<file path="config.mk">
export PLATFORM = sky130hd
export DESIGN_NAME = uart_fifo
export DESIGN_NICKNAME = d
export VERILOG_FILES = /design/src/rtl/uart_fifo.sv
export SDC_FILE = /design/constraint.sdc
export NUM_CORES = 1
export LEC_CHECK = 0
export CAP_MARGIN = 20
export CORE_AREA = 2 2 178 311
export DETAILED_ROUTE_END_ITERATION = 8
export DIE_AREA = 0 0 180 313
export GPL_TIMING_DRIVEN = 1
export MAX_ROUTING_LAYER = met4
export SLEW_MARGIN = 20
export SYNTH_ARGS = -nofsm -noshare
export SYNTH_HDL_FRONTEND = slang
export SYNTH_SLANG_ARGS = --single-unit
</file>
<file path="constraint.sdc">
create_clock -name i_clk -period 2.3 [get_ports i_clk]
set_input_delay 0.69 -clock i_clk [delete_from_list [all_inputs] [get_ports i_clk]]
set_output_delay 0.69 -clock i_clk [all_outputs]
set_load 0.02 [all_outputs]
</file>
<file path="src/rtl/uart_fifo.sv">
// uart_fifo: byte-wide register-mapped UART with 8N1 TX/RX engines, TX/RX FIFOs and a level interrupt.
// Define UART_LOOPBACK_EN to add the MCR register and the internal TX->RX loopback path.

module uart_fifo_buf #(
  parameter int DEPTH = 16
) (
  input  logic       i_clk,
  input  logic       rst_n,
  input  logic       flush,
  input  logic       push,
  input  logic       pop,
  input  logic [7:0] wdata,
  output logic [7:0] rdata,
  output logic       empty,
  output logic       full
);
  localparam int AW = $clog2(DEPTH);
  localparam logic [AW:0] PTR_ONE = {{AW{1'b0}}, 1'b1};

  logic [7:0]  mem [DEPTH];
  logic [AW:0] wr_ptr;
  logic [AW:0] rd_ptr;
  logic        do_push;
  logic        do_pop;

  // Extra pointer MSB tells a full buffer apart from an empty one.
  assign empty   = (wr_ptr == rd_ptr);
  assign full    = (wr_ptr[AW] != rd_ptr[AW]) && (wr_ptr[AW-1:0] == rd_ptr[AW-1:0]);
  assign do_pop  = pop && !empty;
  assign do_push = push && (!full || do_pop);
  assign rdata   = mem[rd_ptr[AW-1:0]];

  always_ff @(posedge i_clk) begin
    if (do_push) mem[wr_ptr[AW-1:0]] <= wdata;
  end

  always_ff @(posedge i_clk or negedge rst_n) begin
    if (!rst_n) begin
      wr_ptr <= '0;
      rd_ptr <= '0;
    end else if (flush) begin
      wr_ptr <= '0;
      rd_ptr <= '0;
    end else begin
      if (do_push) wr_ptr <= wr_ptr + PTR_ONE;
      if (do_pop)  rd_ptr <= rd_ptr + PTR_ONE;
    end
  end
endmodule

// state    | meaning
// TX_IDLE  | line high, waiting for a byte in the TX FIFO
// TX_START | driving the start bit (0)
// TX_DATA  | shifting out 8 data bits, LSB first
// TX_STOP  | driving the stop bit (1); chains straight into the next frame
// RX_IDLE  | waiting for a falling edge on the synchronised line
// RX_START | counting to mid start bit; high there means a glitch
// RX_DATA  | sampling 8 data bits at mid-bit
// RX_STOP  | counting to mid stop bit, then push / flag FE or OE
module uart_fifo #(
  parameter int CLKS_PER_BIT = 16,
  parameter int FIFO_DEPTH   = 16
) (
  input  logic       i_clk,
  input  logic       i_rst_n,
  input  logic [7:0] i_data,
  input  logic [2:0] i_address,
  input  logic       i_write,
  input  logic       i_request,
  output logic [7:0] o_data,
  output logic       o_data_DV,
  input  logic       i_rx,
  output logic       o_tx,
  output logic       o_irq
);
  localparam int CW = $clog2(CLKS_PER_BIT);
  localparam logic [CW-1:0] BIT_LAST  = CW'(CLKS_PER_BIT - 1);
  localparam logic [CW-1:0] HALF_LAST = CW'(CLKS_PER_BIT / 2 - 1);

  typedef enum logic [1:0] {TX_IDLE, TX_START, TX_DATA, TX_STOP} tx_state_t;
  typedef enum logic [1:0] {RX_IDLE, RX_START, RX_DATA, RX_STOP} rx_state_t;

  logic [1:0] rst_sync;
  logic       rst_n;

  // Reset asserts asynchronously, releases two clocks later.
  always_ff @(posedge i_clk or negedge i_rst_n) begin
    if (!i_rst_n) rst_sync <= 2'b00;
    else          rst_sync <= {rst_sync[0], 1'b1};
  end
  assign rst_n = rst_sync[1];

  logic       wr_req, rd_req;
  logic       thr_push, rhr_pop, lsr_read;
  logic       tx_flush, rx_flush;
  logic [1:0] ier;
  logic [7:0] lcr;
  logic [7:0] mcr;
  logic       loop_en;
  logic       oe, fe;
  logic [7:0] rd_mux;
  logic [7:0] lsr;
  logic       rx_irq, tx_irq;

  logic       tx_empty, tx_full, tx_pop, tx_avail;
  logic [7:0] tx_rdata;
  logic       rx_empty, rx_full;
  logic [7:0] rx_rdata;

  tx_state_t  tx_state;
  logic [CW-1:0] tx_cnt;
  logic [2:0] tx_bit_idx;
  logic [7:0] tx_shift;
  logic       tx_line;

  rx_state_t  rx_state;
  logic [CW-1:0] rx_cnt;
  logic [2:0] rx_bit_idx;
  logic [7:0] rx_shift;
  logic [1:0] rx_sync;
  logic       rx_prev;
  logic       rx_in;
  logic       rx_src;
  logic       rx_stop_tick;

  assign wr_req   = i_request && i_write;
  assign rd_req   = i_request && !i_write;
  assign thr_push = wr_req && (i_address == 3'd0) && !tx_full;
  assign rhr_pop  = rd_req && (i_address == 3'd0);
  assign lsr_read = rd_req && (i_address == 3'd5);
  assign rx_flush = wr_req && (i_address == 3'd2) && i_data[1];
  assign tx_flush = wr_req && (i_address == 3'd2) && i_data[2];

`ifdef UART_LOOPBACK_EN
  always_ff @(posedge i_clk or negedge rst_n) begin
    if (!rst_n)                             mcr <= 8'h00;
    else if (wr_req && i_address == 3'd4)   mcr <= i_data;
  end
`else
  assign mcr = 8'h00;
`endif
  assign loop_en = mcr[4];

  assign rx_irq = ier[0] && !rx_empty;
  assign tx_irq = ier[1] && tx_empty;
  assign lsr    = {1'b0, tx_empty && (tx_state == TX_IDLE), tx_empty, 1'b0, fe, 1'b0, oe, !rx_empty};

  always_comb begin
    rd_mux = 8'h00;
    case (i_address)
      3'd0:    rd_mux = rx_empty ? 8'h00 : rx_rdata;
      3'd1:    rd_mux = {6'b0, ier};
      3'd2:    rd_mux = {5'b0, rx_irq, tx_irq, !(rx_irq || tx_irq)};
      3'd3:    rd_mux = lcr;
      3'd4:    rd_mux = mcr;
      3'd5:    rd_mux = lsr;
      default: rd_mux = 8'h00;
    endcase
  end

  always_ff @(posedge i_clk or negedge rst_n) begin
    if (!rst_n) begin
      o_data    <= 8'h00;
      o_data_DV <= 1'b0;
      ier       <= 2'b00;
      lcr       <= 8'h00;
      o_irq     <= 1'b0;
    end else begin
      o_data_DV <= i_request;
      o_irq     <= rx_irq || tx_irq;
      if (rd_req) o_data <= rd_mux;
      if (wr_req && i_address == 3'd1) ier <= i_data[1:0];
      if (wr_req && i_address == 3'd3) lcr <= i_data;
    end
  end

  // A set in the same cycle as the clearing LSR read wins.
  always_ff @(posedge i_clk or negedge rst_n) begin
    if (!rst_n) begin
      oe <= 1'b0;
      fe <= 1'b0;
    end else begin
      if (rx_stop_tick && rx_full && !rhr_pop) oe <= 1'b1;
      else if (lsr_read)                       oe <= 1'b0;
      if (rx_stop_tick && !rx_in)              fe <= 1'b1;
      else if (lsr_read)                       fe <= 1'b0;
    end
  end

  uart_fifo_buf #(.DEPTH(FIFO_DEPTH)) u_tx_fifo (
    .i_clk (i_clk),
    .rst_n (rst_n),
    .flush (tx_flush),
    .push  (thr_push),
    .pop   (tx_pop),
    .wdata (i_data),
    .rdata (tx_rdata),
    .empty (tx_empty),
    .full  (tx_full)
  );

  uart_fifo_buf #(.DEPTH(FIFO_DEPTH)) u_rx_fifo (
    .i_clk (i_clk),
    .rst_n (rst_n),
    .flush (rx_flush),
    .push  (rx_stop_tick),
    .pop   (rhr_pop),
    .wdata (rx_shift),
    .rdata (rx_rdata),
    .empty (rx_empty),
    .full  (rx_full)
  );

  assign tx_avail = !tx_empty && !tx_flush;
  assign tx_pop   = tx_avail && ((tx_state == TX_IDLE) || (tx_state == TX_STOP && tx_cnt == '0));

  // tx_line lags the state by one clock uniformly, so every bit keeps its full width.
  always_ff @(posedge i_clk or negedge rst_n) begin
    if (!rst_n) begin
      tx_state   <= TX_IDLE;
      tx_cnt     <= '0;
      tx_bit_idx <= 3'd0;
      tx_shift   <= 8'h00;
      tx_line    <= 1'b1;
    end else begin
      case (tx_state)
        TX_IDLE: begin
          tx_line <= 1'b1;
          if (tx_avail) begin
            tx_shift <= tx_rdata;
            tx_cnt   <= BIT_LAST;
            tx_state <= TX_START;
          end
        end
        TX_START: begin
          tx_line <= 1'b0;
          if (tx_cnt == '0) begin
            tx_cnt     <= BIT_LAST;
            tx_bit_idx <= 3'd0;
            tx_state   <= TX_DATA;
          end else begin
            tx_cnt <= tx_cnt - 1'b1;
          end
        end
        TX_DATA: begin
          tx_line <= tx_shift[0];
          if (tx_cnt == '0) begin
            tx_cnt   <= BIT_LAST;
            tx_shift <= {1'b0, tx_shift[7:1]};
            if (tx_bit_idx == 3'd7) tx_state <= TX_STOP;
            else                    tx_bit_idx <= tx_bit_idx + 1'b1;
          end else begin
            tx_cnt <= tx_cnt - 1'b1;
          end
        end
        TX_STOP: begin
          tx_line <= 1'b1;
          if (tx_cnt == '0) begin
            if (tx_avail) begin
              tx_shift <= tx_rdata;
              tx_cnt   <= BIT_LAST;
              tx_state <= TX_START;
            end else begin
              tx_state <= TX_IDLE;
            end
          end else begin
            tx_cnt <= tx_cnt - 1'b1;
          end
        end
        default: tx_state <= TX_IDLE;
      endcase
    end
  end

  assign o_tx = tx_line || loop_en;

  assign rx_src       = loop_en ? tx_line : i_rx;
  assign rx_in        = rx_sync[1];
  assign rx_stop_tick = (rx_state == RX_STOP) && (rx_cnt == '0);

  always_ff @(posedge i_clk or negedge rst_n) begin
    if (!rst_n) begin
      rx_sync    <= 2'b11;
      rx_prev    <= 1'b1;
      rx_state   <= RX_IDLE;
      rx_cnt     <= '0;
      rx_bit_idx <= 3'd0;
      rx_shift   <= 8'h00;
    end else begin
      rx_sync <= {rx_sync[0], rx_src};
      rx_prev <= rx_in;
      case (rx_state)
        RX_IDLE: begin
          if (rx_prev && !rx_in) begin
            rx_cnt   <= HALF_LAST;
            rx_state <= RX_START;
          end
        end
        RX_START: begin
          if (rx_cnt == '0) begin
            if (rx_in) begin
              rx_state <= RX_IDLE;
            end else begin
              rx_cnt     <= BIT_LAST;
              rx_bit_idx <= 3'd0;
              rx_state   <= RX_DATA;
            end
          end else begin
            rx_cnt <= rx_cnt - 1'b1;
          end
        end
        RX_DATA: begin
          if (rx_cnt == '0) begin
            rx_cnt   <= BIT_LAST;
            rx_shift <= {rx_in, rx_shift[7:1]};
            if (rx_bit_idx == 3'd7) rx_state <= RX_STOP;
            else                    rx_bit_idx <= rx_bit_idx + 1'b1;
          end else begin
            rx_cnt <= rx_cnt - 1'b1;
          end
        end
        RX_STOP: begin
          if (rx_cnt == '0) rx_state <= RX_IDLE;
          else              rx_cnt   <= rx_cnt - 1'b1;
        end
        default: rx_state <= RX_IDLE;
      endcase
    end
  end
endmodule
</file>
==> flow_metrics.env, run 1 <==
export IMPL_dp_hpwl_mm=25.8
export IMPL_final_layout_size_suffix_gt1_share_pct=29.3
export IMPL_worstMarginPinSlew_ps=793
export IMPL_numCtsBuffers=31
export IMPL_rr_endpoint="tx_shift[1]"
export IMPL_vias=8096
export IMPL_start_util_pct=26.8
export IMPL_wire_per_inst_um=20.3
export IMPL_min_path_type="in2async"
export IMPL_routed_wl_mm=35.1
export IMPL_ys_seq_elements=338
export IMPL_nNetsFinal=1059
export IMPL_period_share_pct=98.5
export IMPL_ys_flop_type="edfxtp_1"
export IMPL_timing_reg2reg_setup_slack_ps=30
export IMPL_fin_tns_setup_ps=0
export IMPL_root_buffer="clkbuf_16"
export IMPL_yosys_warnings=0
export IMPL_cts_tree="yes"
export IMPL_io_buffer_count=26
export IMPL_die_w_um=180
export IMPL_max_freq_mhz=441
export IMPL_p_leak_nw=6.24
export IMPL_end_kind="flop"
export IMPL_relSlewSlack_pct=47.2
export IMPL_fill_cells=5105
export IMPL_cp_required_ps=2770
export IMPL_synth_edf_count=256
export IMPL_clk_latency_ps=600
export IMPL_final_max_slew_violation_count=0
export IMPL_drtIter0Drc=501
export IMPL_remaining_drc_errors=0
export IMPL_r2r_start="u_tx_fifo.rd_ptr[0]"
export IMPL_antenna_found_initial=2
export IMPL_cp_max_fo=14
export IMPL_p_per_area_nw_per_um2=1070
export IMPL_clock_sinks=338
export IMPL_ctsHoldBuffers=0
export IMPL_area_growth_pct=21.6
export IMPL_syn_inst=889
export IMPL_hold_viol=0
export IMPL_yosysSeqAreaShare_pct=67.6
export IMPL_r2r_cells=5
export IMPL_outcome="finished clean"
export IMPL_syn_cell_area_um2=14400
export IMPL_syn_nets=930
export IMPL_critPathArrivalTime_ps=2730
export IMPL_die_h_um=313
export IMPL_gp_congestion=0.835
export IMPL_ios=27
export IMPL_gr_total_overflow=0
export IMPL_via_per_inst=4.67
export IMPL_setup_slack_ps=33.8
export IMPL_max_cap_viol_count=0
export IMPL_min_period_ps=2270
export IMPL_core_rowCount=113
export IMPL_async_flop_share_pct=24.3
export IMPL_pre_cts_ws_ps=-589
export IMPL_track_usage_pct=12.8
export IMPL_final_common_cell="edfxtp_1"
export IMPL_worst_setup_path_type="reg2reg"
export IMPL_cts_max_level=1
export IMPL_grt_pass1_wl_mm=53.3
export IMPL_num_antenna_cells=0
export IMPL_peakVddDrop_mv=0.615
export IMPL_cp_start_kind="flop"
export IMPL_grt_pass1_vias=8723
export IMPL_rsz0062_at_grt="true"
export IMPL_drtAntennaViolNets=0
export IMPL_fp_dieArea_um2=56300
export IMPL_final_cell_mix="edfxtp_1 (256), buf_4 (95), dfrtp_1 (75)"
export IMPL_synth_area_per_cell_um2=16.2
export IMPL_clockBufferDepth=3
export IMPL_path_clk_slew_ps=60
export IMPL_coreArea_um2=53900
export IMPL_setup_violations=0
export IMPL_grt_max_degree=45
export IMPL_drtPass1Iterations=4
export IMPL_yosysUniqueCellTypes=66
export IMPL_worst_clock_skew_ps=21.2
layout make-up:
class | count | area (um2) | area share (%)
sequential | 338 | 9750 | 55.6
multi-input combinational | 485 | 4500 | 25.7
timing repair buffer | 138 | 1280 | 7.32
tap | 690 | 863 | 4.93
clock buffer | 36 | 795 | 4.53
clock inverter | 22 | 243 | 1.38
inverter | 24 | 90.1 | 0.514
per-stage QoR:
step / cells / utilization [%] / instance area, um2 / total power, mW / hold WS (ps)
6_report: 1733 / 32.5 / 17500 / 18.7 / 260
2_1_floorplan: 889 / - / 14500 / 11.5 / 331
3_5_place_dp: 1671 / 30.5 / 16400 / 13.6 / 334
5_1_grt: 1733 / 32.5 / 17500 / 19.6 / 249
4_1_cts: 1729 / 32.4 / 17500 / 18.8 / 238
3_3_place_gp: 1671 / 30.5 / 16400 / 13.5 / 327
cell usage after synthesis, types with 6 or more instances:
master      n  share of area, %
inv_1      23              0.60
mux4_1      6               1.1
mux4_2     50               7.8
mux2_2     51               4.0
a221o_1     9              0.62
and2_1     17              0.74
ha_1       25               2.2
nand2b_1    6              0.26
mux2i_1    20               1.4
nand2_1    36              0.94
o221ai_1    6              0.36
o21ai_0    22              0.76
nor2_1     71               1.8
dfrtp_1    78                14
a22o_1      6              0.36
and3_1      7              0.30
nor3_1     10              0.35
xnor2_1    16              0.97
a211oi_1    7              0.36
a21oi_1    20              0.69
nor2b_1    10              0.43
o211ai_1   14              0.73
clkbuf_1   20              0.52
buf_2      17              0.59
edfxtp_1  256                53
sequential cells by signal (all words and copies together) (netlist names), 5 cells and up, named ones only:
signal and flops:
u_rx_fifo.rd_ptr 5, u_rx_fifo.wr_ptr 5, u_tx_fifo.wr_ptr 5, u_rx_fifo.mem 128, u_tx_fifo.rd_ptr 5, u_tx_fifo.mem 128, o_data 8, tx_shift 8
lcr 8, rx_shift 8
per-layer routing:
layer / vias up / share of wire, % / track usage [%]
li1: 3711 / - / -
met1: 4165 / 35 / 12.7
met2: 153 / 56 / 24.5
met3: 67 / 3.3 / 1.50
met4: 0 / 4.9 / 6.43
met5: - / 0 / -
how the worst max path moves through the flow:
stage                                   start                   end  slack, ps  cells after the start
after floorplan                  i_address[2]  u_tx_fifo.mem[14][0]        -90                      5
after global placement           i_address[1]  u_tx_fifo.mem[13][0]       -620                      8
after detailed placement         i_address[1]   u_tx_fifo.mem[2][3]       -590                      8
after CTS                           rx_cnt[0]   u_rx_fifo.mem[2][1]          4                      7
after global routing                rx_cnt[0]   u_rx_fifo.mem[9][4]        -20                      7
final                     u_tx_fifo.rd_ptr[0]           tx_shift[1]         30                      5
power breakdown:
group          internal (mW)  total (mW)  switching, mW
Sequential              7.09        7.62          0.539
Clock                   2.95        5.26           2.31
Combinational           2.84        5.82           2.98
worst max-delay path, stage by stage (launching register included):
cell     delay, ps
dfrtp_2        370
buf_12         150
mux4_1         710
mux2_2         320
a221o_1        320
mux2_2         260
what timing repair did:
action	in CTS	in global routing
setup buffers	0	4
hold endpoints to repair	0	0
setup endpoints to repair	10	200
gates resized for setup	10	11
cell families (layout without fill, tap and decap cells):
kind of cell | count (synthesis) | in the layout | synth area share (%)
flip-flops | 338 | 338 | 67.6
multiplexers | 129 | 129 | 14.5
AO/OA/AOI/OAI | 120 | 120 | 6.02
XOR/XNOR | 21 | 21 | 1.28
adder cells (fa/ha/maj) | 25 | 25 | 2.17
other | 1 | 1 | 0.0260
buffers and inverters | 66 | 220 | 2.06
AND/OR/NAND/NOR | 189 | 189 | 6.39
Note: power is estimated with default switching activity, not from simulation.
==> inputs of run 2 (changes only) <==
==> constraint.sdc (replaced) <==
create_clock -name i_clk -period 2 [get_ports i_clk]
set_input_delay 0.6 -clock i_clk [delete_from_list [all_inputs] [get_ports i_clk]]
set_output_delay 0.6 -clock i_clk [all_outputs]
set_load 0.005 [all_outputs]
==> run 2 against run 1 <==
  * The flow now finishes with violations (setup timing)
  * Largest cell class unchanged
  * Utilization up 1.5 points
  * Routed wire length down 3.0%
  * Maximum frequency up 0.99%
  * Total power up 22%
  * Final cell count up 2.0%
  * Hold slack worse by 74 ps
  * Critical path depth up 1
  * Highest routed layer unchanged
  * Design area up 4.7%
==> flow_metrics.env, run 2 (synthesis results as in run 1) <==
export IMPL_fill_cells=5115
export IMPL_final_layout_size_suffix_gt1_share_pct=35.7
export IMPL_antenna_found_initial=0
export IMPL_worst_setup_path_type="reg2reg"
export IMPL_cts_max_level=1
export IMPL_numCtsBuffers=30
export IMPL_clk_latency_ps=570
export IMPL_track_usage_pct=12.5
export IMPL_p_leak_nw=6.59
export IMPL_min_period_ps=2240
export IMPL_grt_pass1_vias=8843
export IMPL_max_freq_mhz=446
export IMPL_outcome="finished with violations"
export IMPL_period_share_pct=112
export IMPL_die_w_um=180
export IMPL_relSlewSlack_pct=54.1
export IMPL_cp_required_ps=2450
export IMPL_p_seq_share_pct=38.2
export IMPL_p_clk_share_pct=26.5
export IMPL_clockBufferDepth=3
export IMPL_wire_per_inst_um=19.3
export IMPL_cts_tree="yes"
export IMPL_end_kind="flop"
export IMPL_r2r_start="u_tx_fifo.rd_ptr[0]"
export IMPL_fp_dieArea_um2=56300
export IMPL_rsz0062_at_grt="true"
export IMPL_grt_pass1_wl_mm=52.4
export IMPL_whs_ps=185
export IMPL_critPathArrivalTime_ps=2690
export IMPL_r2r_cells=6
export IMPL_total_power_mw=22.8
export IMPL_setup_slack_ps=-244
export IMPL_final_max_slew_violation_count=0
export IMPL_io_buffer_count=26
export IMPL_core_rowCount=113
export IMPL_setup_violations=30
export IMPL_num_antenna_cells=0
export IMPL_start_util_pct=26.8
export IMPL_clock_sinks=338
export IMPL_p_per_area_nw_per_um2=1240
export IMPL_die_h_um=313
export IMPL_peakVddDrop_mv=0.743
export IMPL_ios=27
export IMPL_dp_hpwl_mm=24.6
export IMPL_cp_max_fo=8
export IMPL_gr_total_overflow=0
export IMPL_cp_start_kind="flop"
export IMPL_final_cell_mix="edfxtp_1 (256), buf_4 (114), dfrtp_1 (75)"
export IMPL_nNetsFinal=1095
export IMPL_root_buffer="clkbuf_16"
export IMPL_p_switching_mw=6.98
export IMPL_worstMarginPinSlew_ps=688
export IMPL_pre_cts_ws_ps=-693
export IMPL_grt_max_degree=44
export IMPL_power_share_combinational_pct=35.3
export IMPL_drtIter0Drc=356
export IMPL_max_cap_viol_count=0
export IMPL_coreArea_um2=53900
export IMPL_final_common_cell="edfxtp_1"
export IMPL_path_clk_slew_ps=70
export IMPL_remaining_drc_errors=0
export IMPL_min_path_type="in2async"
export IMPL_drtPass1Iterations=4
export IMPL_rr_endpoint="tx_shift[0]"
export IMPL_internal_power_mw=15.8
export IMPL_routed_wl_mm=34.1
export IMPL_worst_clock_skew_ps=21.3
export IMPL_gp_congestion=0.855
export IMPL_area_growth_pct=27.2
export IMPL_via_per_inst=4.58
export IMPL_switching_share_pct=30.6
export IMPL_hold_viol=0
export IMPL_timing_reg2reg_setup_slack_ps=-240
export IMPL_violations="setup timing"
export IMPL_drtAntennaViolNets=0
export IMPL_vias=8103
-- run 2: cell count changes in the layout (fill, tap and decap cells not counted), moves of 6 or more --
| cell | previous run | this run |
|---|---|---|
| buf_4 | 95 | 114 |
| mux2_4 | 2 | 15 |
| mux2_2 | 51 | 38 |
| buf_12 | 15 | 21 |
| and2_4 | 1 | 11 |
| a211oi_1 | 7 | 1 |
| nor2_1 | 70 | 63 |
| buf_6 | 2 | 8 |
| and2_2 | 9 | 0 |
-- run 2: final cells by class --
| class | count | area [um2] | area share, % |
|---|---|---|---|
| inverter | 24 | 90.1 | 0.491 |
| multi-input combinational | 485 | 4890 | 26.7 |
| clock buffer | 39 | 806 | 4.39 |
| timing repair buffer | 175 | 1730 | 9.41 |
| clock inverter | 17 | 215 | 1.17 |
| tap | 690 | 863 | 4.71 |
| sequential | 338 | 9750 | 53.1 |
-- run 2: repair_timing --
item,4_1_cts,5_1_grt
pin swaps,27,22
hold buffers,0,0
setup endpoints to repair,251,239
gates cloned,3,0
buffers inserted,12,6
gates resized for setup,65,44
hold endpoints to repair,0,0
-- run 2: worst max-delay path by stage --
| stage | cells past startpoint | to | from | slack (ps) |
|---|---|---|---|---|
| floorplan | 5 | u_tx_fifo.mem[4][0] | i_address[2] | -180 |
| global placement | 7 | u_rx_fifo.mem[8][6] | i_address[1] | -670 |
| detailed placement | 7 | u_rx_fifo.mem[9][6] | i_address[1] | -690 |
| CTS | 6 | tx_shift[2] | u_tx_fifo.rd_ptr[0] | -220 |
| global route | 6 | tx_shift[0] | u_tx_fifo.rd_ptr[0] | -260 |
| finish | 6 | tx_shift[0] | u_tx_fifo.rd_ptr[0] | -240 |
-- run 2: per-layer routing --
| layer | vias up | global-route usage [%] | share of wire [%] |
|---|---|---|---|
| li1 | 3774 | - | - |
| met1 | 4128 | 12.2 | 35 |
| met2 | 129 | 24.2 | 57 |
| met3 | 72 | 1.03 | 2.2 |
| met4 | 0 | 6.50 | 5.7 |
| met5 | - | - | 0 |
-- run 2: critical path, cell delays in order (launching register included) --
cell     delay, ps
dfrtp_2        380
buf_12         150
buf_8          130
mux4_2         500
mux2_4         310
a221o_1        380
mux2_4         270
-- run 2: power by group through the flow --
stage          logic [mW]  clock network (mW)  registers [mW]
2_1_floorplan        4.64                   0            8.64
3_3_place_gp         6.97                   0            8.86
3_5_place_dp         7.08                   0            8.87
4_1_cts              7.89                6.20            8.71
5_1_grt              8.69                6.43            8.79
6_report             8.05                6.03            8.71
-- run 2: per-stage QoR --
stage,setup TNS [ps],cells,utilization [%],area (um2)
floorplan,-24050,889,-,14700
global placement,-177220,1694,31.2,16800
detailed placement,-180360,1694,31.2,16800
CTS,-1700,1764,33.7,18100
global route,-13890,1768,34.1,18300
finish,-1530,1768,34.1,18300
==> inputs of run 3 (changes only) <==
==> constraint.sdc (replaced) <==
create_clock -name i_clk -period 2.5 [get_ports i_clk]
set_input_delay 0.75 -clock i_clk [delete_from_list [all_inputs] [get_ports i_clk]]
set_output_delay 0.75 -clock i_clk [all_outputs]
set_load 0.005 [all_outputs]
==> run 3 against run 2 <==
  * The flow now finishes without violations
  * Critical path type unchanged
  * Design area down 4.8%
  * Via count up 0.70%
  * Utilization down 1.6 points
  * Clock power down 21%
  * Count of clock-buffer cells in the layout up 1
  * Hold slack better by 170 ps
  * Critical path depth up 1
  * Non-clock buffer count down 41
  * Register-to-register slack better by 360 ps
  * Sequential share of layout area up 2.7 points
  * Clock skew down 1.2 ps
  * Routed wire length up 3.3%
==> flow_metrics.env, run 3 (synthesis results as in run 1) <==
export IMPL_wire_per_inst_um=20.3
export IMPL_clock_sinks=338
export IMPL_drtAntennaViolNets=0
export IMPL_final_max_slew_violation_count=0
export IMPL_pre_cts_ws_ps=-444
export IMPL_ctsHoldBuffers=0
export IMPL_core_rowCount=113
export IMPL_min_period_ps=2390
export IMPL_die_w_um=180
export IMPL_fp_dieArea_um2=56300
export IMPL_cp_required_ps=2900
export IMPL_hold_viol=0
export IMPL_grt_pass1_vias=8808
export IMPL_antenna_found_initial=3
export IMPL_ios=27
export IMPL_area_growth_pct=21.1
export IMPL_cts_max_level=2
export IMPL_die_h_um=313
export IMPL_outcome="finished clean"
export IMPL_grt_max_degree=56
export IMPL_whs_ps=352
export IMPL_critPathArrivalTime_ps=2790
export IMPL_fin_tns_setup_ps=0
export IMPL_clk_latency_ps=530
export IMPL_busiest_layer="met2"
export IMPL_via_per_inst=4.70
export IMPL_clockBufferDepth=3
export IMPL_cpPeakStageDelay_ps=490
export IMPL_final_layout_size_suffix_gt1_share_pct=27.4
export IMPL_path_clk_slew_ps=70
export IMPL_final_common_cell="edfxtp_1"
export IMPL_cp_start_kind="flop"
export IMPL_dp_hpwl_mm=25.9
export IMPL_peakVddDrop_mv=0.459
export IMPL_end_kind="flop"
export IMPL_vias=8160
export IMPL_grt_pass1_wl_mm=53.0
export IMPL_rsz0062_at_grt="false"
export IMPL_gp_congestion=0.859
export IMPL_p_per_area_nw_per_um2=973
export IMPL_cp_slowest_cell="mux4_2"
export IMPL_gr_total_overflow=0
export IMPL_grt_met2_usage_pct=24.8
export IMPL_period_share_pct=95.5
export IMPL_relSlewSlack_pct=47.6
export IMPL_track_usage_pct=12.9
export IMPL_crit_chain="buf_12 -> buf_12 -> mux4_2 -> nor2_1 -> nor2_1 -> a221o_1 -> mux2_2"
export IMPL_final_cell_mix="edfxtp_1 (256), buf_4 (91), dfrtp_1 (75)"
export IMPL_routed_wl_mm=35.2
export IMPL_worstMarginPinSlew_ps=787
export IMPL_cp_max_fo=20
export IMPL_grt_util_met1_pct=11.7
export IMPL_setup_slack_ps=112
export IMPL_setup_violations=0
export IMPL_max_cap_viol_count=0
export IMPL_p_leak_nw=6.20
export IMPL_drtIter0Drc=463
export IMPL_max_freq_mhz=419
export IMPL_grt_use_met3_pct=2.16
export IMPL_start_util_pct=26.8
export IMPL_cts_tree="yes"
export IMPL_coreArea_um2=53900
export IMPL_numCtsBuffers=34
export IMPL_root_buffer="clkbuf_16"
export IMPL_postLayoutCoreUtil_pct=32.4
export IMPL_min_path_type="reg2reg"
export IMPL_io_buffer_count=26
export IMPL_nNetsFinal=1058
export IMPL_remaining_drc_errors=0
export IMPL_worst_clock_skew_ps=20.1
export IMPL_worst_setup_path_type="reg2reg"
export IMPL_drtPass1Iterations=5
[run 3: cell types whose count changed in the layout (fill, tap and decap cells not counted), sizes merged]
| cell | previous run | this run |
|---|---|---|
| clkbuf | 39 | 40 |
| bufinv | 5 | 0 |
| clkinv | 11 | 17 |
| inv | 23 | 26 |
| buf | 149 | 108 |
| diode | 0 | 3 |
| dlygate4sd2 | 14 | 0 |
| clkdlybuf4s50 | 11 | 26 |
| dlymetal6s2s | 1 | 0 |
[run 3: worst max-delay path, delay by kind of cell (launching register included)]
kind,cells,cell delay [ps]
DFF,1,370
muxes,2,760
AOI/OAI and AO/OA,1,300
buffers and inverters,2,350
and+or+nand+nor,2,480
[run 3: what timing repair did]
action | 4_1_cts | 5_1_grt
setup endpoints to repair | 0 | 133
buffers inserted | 0 | 0
gates resized for setup | 0 | 5
[run 3: final cells by class]
cell class	instances	area, um2
well taps	690	863
multi-input cells	485	4440
inverters	24	90.1
fillers	5188	36400
repair buffers	134	1280
clock buffers	40	895
clock inverters	21	130
flip-flops and latches	338	9750
diodes	3	7.51
[run 3: path summary, 6_finish.rpt]
check / startpoint / end / slack [ps] / cells after the start
worst max-delay path: u_tx_fifo.rd_ptr[0] / tx_shift[0] / 110 / 7
worst min-delay path: rx_sync[0] / rx_sync[1] / 350 / 0
worst max register to register: u_tx_fifo.rd_ptr[0] / tx_shift[0] / 110 / 7
worst min register to register: rx_sync[0] / rx_sync[1] / 350 / 0
max in group asynchronous: rst_sync[1] / lcr[5] / 1440 / 1
min in group asynchronous: i_rst_n / rst_sync[1] / 390 / 1
[run 3: power by group]
group	switching [mW]	internal (mW)
logic	2.69	2.51
clock network	2.16	2.59
registers	0.520	6.52
[run 3: metal layers]
layer | vias up | routed length, um
met3 | 84 | 1230
met4 | 0 | 2130
met5 | - | 0
met1 | 4182 | 11900
li1 | 3725 | -
met2 | 169 | 19900
[run 3: per-stage QoR]
stage               area [um2]  instances  power (mW)
global route             17500       1735        17.8
CTS                      17400       1732        17.2
detailed placement       16400       1671        12.4
global placement         16400       1671        12.3
finish                   17500       1735        17.0
floorplan                14500        889        10.5
